[src/rtl/instr_encoder.sv]
// instr_encoder
//   Encodes decoder-numbered instruction requests (op_idx 0..53) into 32-bit
//   MIPS-style instruction words, queues them in a small FIFO and emits each
//   word with its instruction-memory byte address. Unknown op_idx values
//   (54..63) are accepted and dropped, pulsing illegal for one cycle.
//
// Parameters
//   BASE_ADDR  byte address given to the first word emitted after reset
//   DEPTH      FIFO entries, power of two, 2..16
//
// Ports
//   clk, rst                      clock, synchronous active-high reset
//   in_valid / in_ready           request handshake
//   op_idx, rs, rt, rd, shamt,
//   immediate, address            request fields
//   out_valid / out_ready         output handshake
//   out_word, out_addr            FIFO head word and its byte address
//   illegal                       one-cycle pulse after a rejected op_idx
//   count                         FIFO occupancy
//   err_cnt                       saturating illegal-request counter, present
//                                 only when INSTR_ENCODER_ERRCNT_EN is defined

module instr_encoder #(
   parameter logic [31:0] BASE_ADDR = 32'h0000_0000,
   parameter int          DEPTH     = 4
) (
   input  logic        clk,
   input  logic        rst,
   input  logic        in_valid,
   output logic        in_ready,
   input  logic [5:0]  op_idx,
   input  logic [4:0]  rs,
   input  logic [4:0]  rt,
   input  logic [4:0]  rd,
   input  logic [4:0]  shamt,
   input  logic [15:0] immediate,
   input  logic [25:0] address,
   output logic        out_valid,
   input  logic        out_ready,
   output logic [31:0] out_word,
   output logic [31:0] out_addr,
   output logic        illegal,
   output logic [4:0]  count
`ifdef INSTR_ENCODER_ERRCNT_EN
   ,
   output logic [7:0]  err_cnt
`endif
);

   localparam int         AW      = (DEPTH > 1) ? $clog2(DEPTH) : 1;
   localparam logic [4:0] DEPTH_C = 5'(DEPTH);

   logic [31:0]   mem [DEPTH];
   logic [AW-1:0] wr_ptr;
   logic [AW-1:0] rd_ptr;
   logic [4:0]    count_q;
   logic [31:0]   addr_q;
   logic          illegal_q;

   logic          is_special;
   logic [5:0]    funct;
   logic          is_itype;
   logic [5:0]    opc;
   logic [31:0]   enc_word;
   logic          enc_legal;

   logic          push;
   logic          pop;
   logic          push_word;

   // SPECIAL group: opcode 0, function code selects the operation
   always_comb begin
      is_special = 1'b1;
      funct      = 6'h00;
      case (op_idx)
         6'd0:  funct = 6'h20;
         6'd1:  funct = 6'h21;
         6'd2:  funct = 6'h22;
         6'd3:  funct = 6'h23;
         6'd4:  funct = 6'h24;
         6'd5:  funct = 6'h25;
         6'd6:  funct = 6'h26;
         6'd7:  funct = 6'h27;
         6'd8:  funct = 6'h2A;
         6'd9:  funct = 6'h2B;
         6'd10: funct = 6'h00;
         6'd11: funct = 6'h02;
         6'd12: funct = 6'h03;
         6'd13: funct = 6'h04;
         6'd14: funct = 6'h06;
         6'd15: funct = 6'h07;
         6'd16: funct = 6'h08;
         6'd32: funct = 6'h09;
         6'd33: funct = 6'h11;
         6'd34: funct = 6'h13;
         6'd35: funct = 6'h10;
         6'd36: funct = 6'h12;
         6'd44: funct = 6'h0D;
         6'd45: funct = 6'h0C;
         6'd46: funct = 6'h34;
         6'd49: funct = 6'h18;
         6'd50: funct = 6'h19;
         6'd51: funct = 6'h1A;
         6'd52: funct = 6'h1B;
         default: is_special = 1'b0;
      endcase
   end

   // I-type group: primary opcode selects the operation
   always_comb begin
      is_itype = 1'b1;
      opc      = 6'h00;
      case (op_idx)
         6'd17: opc = 6'h08;
         6'd18: opc = 6'h09;
         6'd19: opc = 6'h0C;
         6'd20: opc = 6'h0D;
         6'd21: opc = 6'h0E;
         6'd22: opc = 6'h23;
         6'd23: opc = 6'h2B;
         6'd24: opc = 6'h04;
         6'd25: opc = 6'h05;
         6'd26: opc = 6'h0A;
         6'd27: opc = 6'h0B;
         6'd28: opc = 6'h0F;
         6'd37: opc = 6'h28;
         6'd38: opc = 6'h29;
         6'd39: opc = 6'h20;
         6'd40: opc = 6'h21;
         6'd41: opc = 6'h24;
         6'd42: opc = 6'h25;
         6'd53: opc = 6'h01;
         default: is_itype = 1'b0;
      endcase
   end

   always_comb begin
      enc_word  = 32'h0;
      enc_legal = 1'b1;
      if (is_special) begin
         enc_word = {6'h00, rs, rt, rd, shamt, funct};
      end else if (is_itype) begin
         // BGEZ shares REGIMM opcode 01; the rt slot carries the sub-opcode
         enc_word = {opc, rs, (op_idx == 6'd53) ? 5'd1 : rt, immediate};
      end else begin
         case (op_idx)
            6'd29:   enc_word = {6'h02, address};
            6'd30:   enc_word = {6'h03, address};
            6'd31:   enc_word = {6'h1C, rs, rt, rd, 5'd0, 6'h20};
            6'd43:   enc_word = 32'h4200_0018;
            6'd47:   enc_word = {6'h10, 5'd0, rt, rd, 11'd0};
            6'd48:   enc_word = {6'h10, 5'd4, rt, rd, 11'd0};
            default: enc_legal = 1'b0;
         endcase
      end
   end

   // Handshakes are masked during reset so nothing completes in a reset cycle.
   // A full FIFO never grants in_ready, even if it pops in the same cycle.
   assign in_ready  = !rst && (count_q < DEPTH_C);
   assign out_valid = !rst && (count_q != 5'd0);
   assign push      = in_valid && in_ready;
   assign pop       = out_valid && out_ready;
   assign push_word = push && enc_legal;

   assign out_word  = out_valid ? mem[rd_ptr] : 32'h0;
   assign out_addr  = addr_q;
   assign illegal   = illegal_q;
   assign count     = count_q;

   always_ff @(posedge clk) begin
      if (push_word) begin
         mem[wr_ptr] <= enc_word;
      end
   end

   always_ff @(posedge clk) begin
      if (rst) begin
         wr_ptr    <= '0;
         rd_ptr    <= '0;
         count_q   <= 5'd0;
         addr_q    <= BASE_ADDR;
         illegal_q <= 1'b0;
      end else begin
         illegal_q <= push && !enc_legal;
         if (push_word) begin
            wr_ptr <= wr_ptr + AW'(1);
         end
         if (pop) begin
            rd_ptr <= rd_ptr + AW'(1);
            addr_q <= addr_q + 32'd4;
         end
         case ({push_word, pop})
            2'b10:   count_q <= count_q + 5'd1;
            2'b01:   count_q <= count_q - 5'd1;
            default: count_q <= count_q;
         endcase
      end
   end

`ifdef INSTR_ENCODER_ERRCNT_EN
   logic [7:0] err_q;

   always_ff @(posedge clk) begin
      if (rst) begin
         err_q <= 8'h00;
      end else if (push && !enc_legal && (err_q != 8'hFF)) begin
         err_q <= err_q + 8'h01;
      end
   end

   assign err_cnt = err_q;
`endif

endmodule

[config.mk]
export PLATFORM = sky130hd
export DESIGN_NAME = instr_encoder
export DESIGN_NICKNAME = d
export VERILOG_FILES = /design/src/rtl/instr_encoder.sv
export SDC_FILE = /design/constraint.sdc
export NUM_CORES = 1
export LEC_CHECK = 0
export CAP_MARGIN = 25
export CORE_AREA = 2 2 183 185
export DETAILED_ROUTE_END_ITERATION = 8
export DIE_AREA = 0 0 185 187
export PLACE_DENSITY = 0.53
export RECOVER_POWER = 50
export SLEW_MARGIN = 25
export SYNTH_ARGS = -nofsm -noshare
export SYNTH_HDL_FRONTEND = slang
export SYNTH_SLANG_ARGS = --single-unit
[constraint.sdc]
create_clock -name clk -period 3.4 [get_ports clk]
set_clock_uncertainty 0.05 [all_clocks]
set_input_delay 0.51 -clock clk [delete_from_list [all_inputs] [get_ports clk]]
set_output_delay 0.51 -clock clk [all_outputs]
set_load 0.05 [all_outputs]
==> run metrics, run 1 <==
antenna-violating nets left 0; TritonCTS clock tree done; Area Growth Syn to Fin 37.1%; fmax 340 MHz; Resize count post-CTS 0; via count 5672; DR pass1 iterations 5; WL final 21400 um; register area share after synthesis 58.1%; port buffer count 141; Distinct cells, synth 68; first-pass GRT wire length 33100 um; Syn. warnings 0; Hold WC Path Type reg -> reg; initial antenna violation count 1; core area 32900 um2; total grt overflow 0; Tmin final 2.94 ns; Die Ht 187 um; worst hold slack 0.429 ns; GRT Util Overall 12.6%; Remaining DRCs 0; max_cap viols 0; setup ws final 0.462 ns; Async SR Flop Fraction 0%; Net count, final 865; initial core utilization 24.5%; main flop type after synthesis edfxtp_1; CP Data Arrival Time 3.23 ns; Power per Cell Area 477 nW/um2; CP endpoint kind flip-flop; setup tns final 0 ns; pre-CTS setup slack 0.292 ns; dominant cell type by area after synthesis edfxtp_1; number of enable flip-flop cells after synthesis 128; slew margin rel. 41.6%; Area after DPL 10500 um2; slowest cell on the critical path dlygate4sd3_1; Crit Path Class in -> reg; share of cells above drive strength 1 18.9%; H-tree Lvls 4; top-count cell post-synth edfxtp_1; Slew @ Worst Pin 0.876 ns; Synth top cells by count 128 x edfxtp_1, 49 x nor2_1, 42 x and2_1, 42 x dfxtp_1, 36 x nand2_1; CTS Buf Count 17; critical path, cell by cell dlygate4sd3_1 -> nor4_1 -> nand2_1 -> a21oi_1 -> inv_1 -> ha_1 -> xor2_1 -> ha_1 -> a21oi_1 -> xor2_1 -> or3_1 -> a21oi_1; setup repair bufs after CTS 0; Max clock buf depth 2; Final Setup Violations 0; Worst Path Max Fanout 8; Worst path max stage delay 0.62 ns; clk root buf clkbuf_16; routability cong. 0.841; LEAKAGE 3.90 nW; RSZ-0062 raised after global routing false; final slew viol count 0; fillers 3297; Max IR drop VDD 0.339 mV; Final period util 86.4%; largest net degree at the start of global routing 43; number of global-route vias before repair 5709; initial drt markers 452; hold_buf cts 0; Startpoint Class primary input; Post-Synthesis Cells 632; Sink Count 170; post-layout util 33.7%; mean post-synth cell area 12.8 um2; Final Hold Vio Count 0; Die Area 34600 um2; Yosys reg bits 170; outcome completed; final instance area 11100 um2; Via-to-Cell Ratio 4.55; most used cell, CP a21oi_1; Synth area leaders edfxtp_1 48%, dfxtp_1 10%, mux4_2 8.9%, and2_1 3.3%, xor2_1 2.9%; DP HPWL 15100 um; average routed wire per standard cell 17.2 um; I/O Pins 144; top cell type's share of synthesized area 47.7%; Die Wd 185 um; Cell Rows 67; Post-Syn Area 8070 um2; Worst Path Required 3.69 ns; Skew-Pair Late Insertion Delay 0.43 ns; clk slew on worst S/H paths 0.07 ns
## layout by cell type, fill, tap and decap left out, types with 15 or more instances in the layout
cell type / n
edfxtp_1: 128
and2_1: 37
nand2_1: 36
clkdlybuf4s50_1: 70
o21ai_0: 22
dlygate4sd3_1: 37
xor2_1: 27
inv_1: 15
nand3_1: 17
clkbuf_16: 18
buf_12: 39
mux4_2: 32
a21oi_1: 23
dfxtp_1: 40
nor2_1: 49
buf_4: 26
## report_power, final
| group | internal, mW | switching, mW |
|---|---|---|
| registers | 2.31 | 0.0265 |
| logic | 0.471 | 0.576 |
| clock network | 1.03 | 0.852 |
| total | 3.82 | 1.45 |
## layout make-up
type | count | area [um2] | area share [%]
flip-flops and latches | 170 | 4690 | 42.4
multi-input cells | 402 | 3100 | 28.1
repair buffers | 178 | 2070 | 18.7
well taps | 448 | 561 | 5.07
clock buffers | 18 | 450 | 4.07
clock inverters | 14 | 124 | 1.12
inverters | 15 | 56.3 | 0.509
diodes | 1 | 2.50 | 0.0226
## final timing paths
check	startpoint	endpoint	slack [ns]	cells after the start
hold reg to reg	out_addr[31]	out_addr[31]	0.43	1
hold / removal	out_addr[31]	out_addr[31]	0.43	1
setup / recovery	rst	count[2]	0.46	12
setup reg to reg	count[1]	count[2]	0.59	10
## routing by layer
layer	GRT usage, %	wire, um	vias up
li1	-	-	2687
met1	16.8	9740	2789
met2	20.1	10100	164
met3	3.15	1200	32
met4	4.12	398	0
met5	0	0	-
## through the flow
stage,total power [mW],std cells
4_1_cts,5.36,1245
2_1_floorplan,2.96,633
3_5_place_dp,3.46,1213
3_3_place_gp,3.45,1213
5_1_grt,5.48,1245
6_report,5.27,1246
## worst max-delay path: cells and delay by family
family,cells,cell delay (ns)
AO/OA/AOI/OAI,3,0.48
XOR/XNOR,2,0.27
buffers and inverters,2,0.71
AND/OR/NAND/NOR,3,0.74
adder cells (fa/ha/maj),2,0.53
## kinds of logic (layout without fill, tap and decap cells)
group / Yosys count / in the layout / share of synthesized area, %
simple gates: 202 / 202 / 13.2
buf+inv: 61 / 225 / 3.55
other cells: 1 / 3 / 0.0465
mux: 36 / 36 / 9.45
xor+xnor: 34 / 34 / 3.69
flops: 170 / 170 / 58.1
compound gates: 119 / 119 / 10.6
fa+ha+maj: 9 / 9 / 1.40
## state kept, by name (all words and copies together) (netlist names), named ones only
register / flops
count: 5
illegal: 1
mem: 128
out_addr: 30
rd_ptr: 2
wr_ptr: 2
No activity file was read; power rests on OpenSTA's default activity.
==> run 2: changes to the inputs <==
--- a/config.mk
+++ b/config.mk
@@ -9,6 +9,7 @@
 export CORE_AREA = 2 2 183 185
 export DETAILED_ROUTE_END_ITERATION = 8
 export DIE_AREA = 0 0 185 187
+export HOLD_SLACK_MARGIN = 0.08
 export PLACE_DENSITY = 0.53
 export RECOVER_POWER = 50
 export SLEW_MARGIN = 25
==> results of run 2 <==
Same layout as run 1: the final DEF is identical, and so are final timing and power.
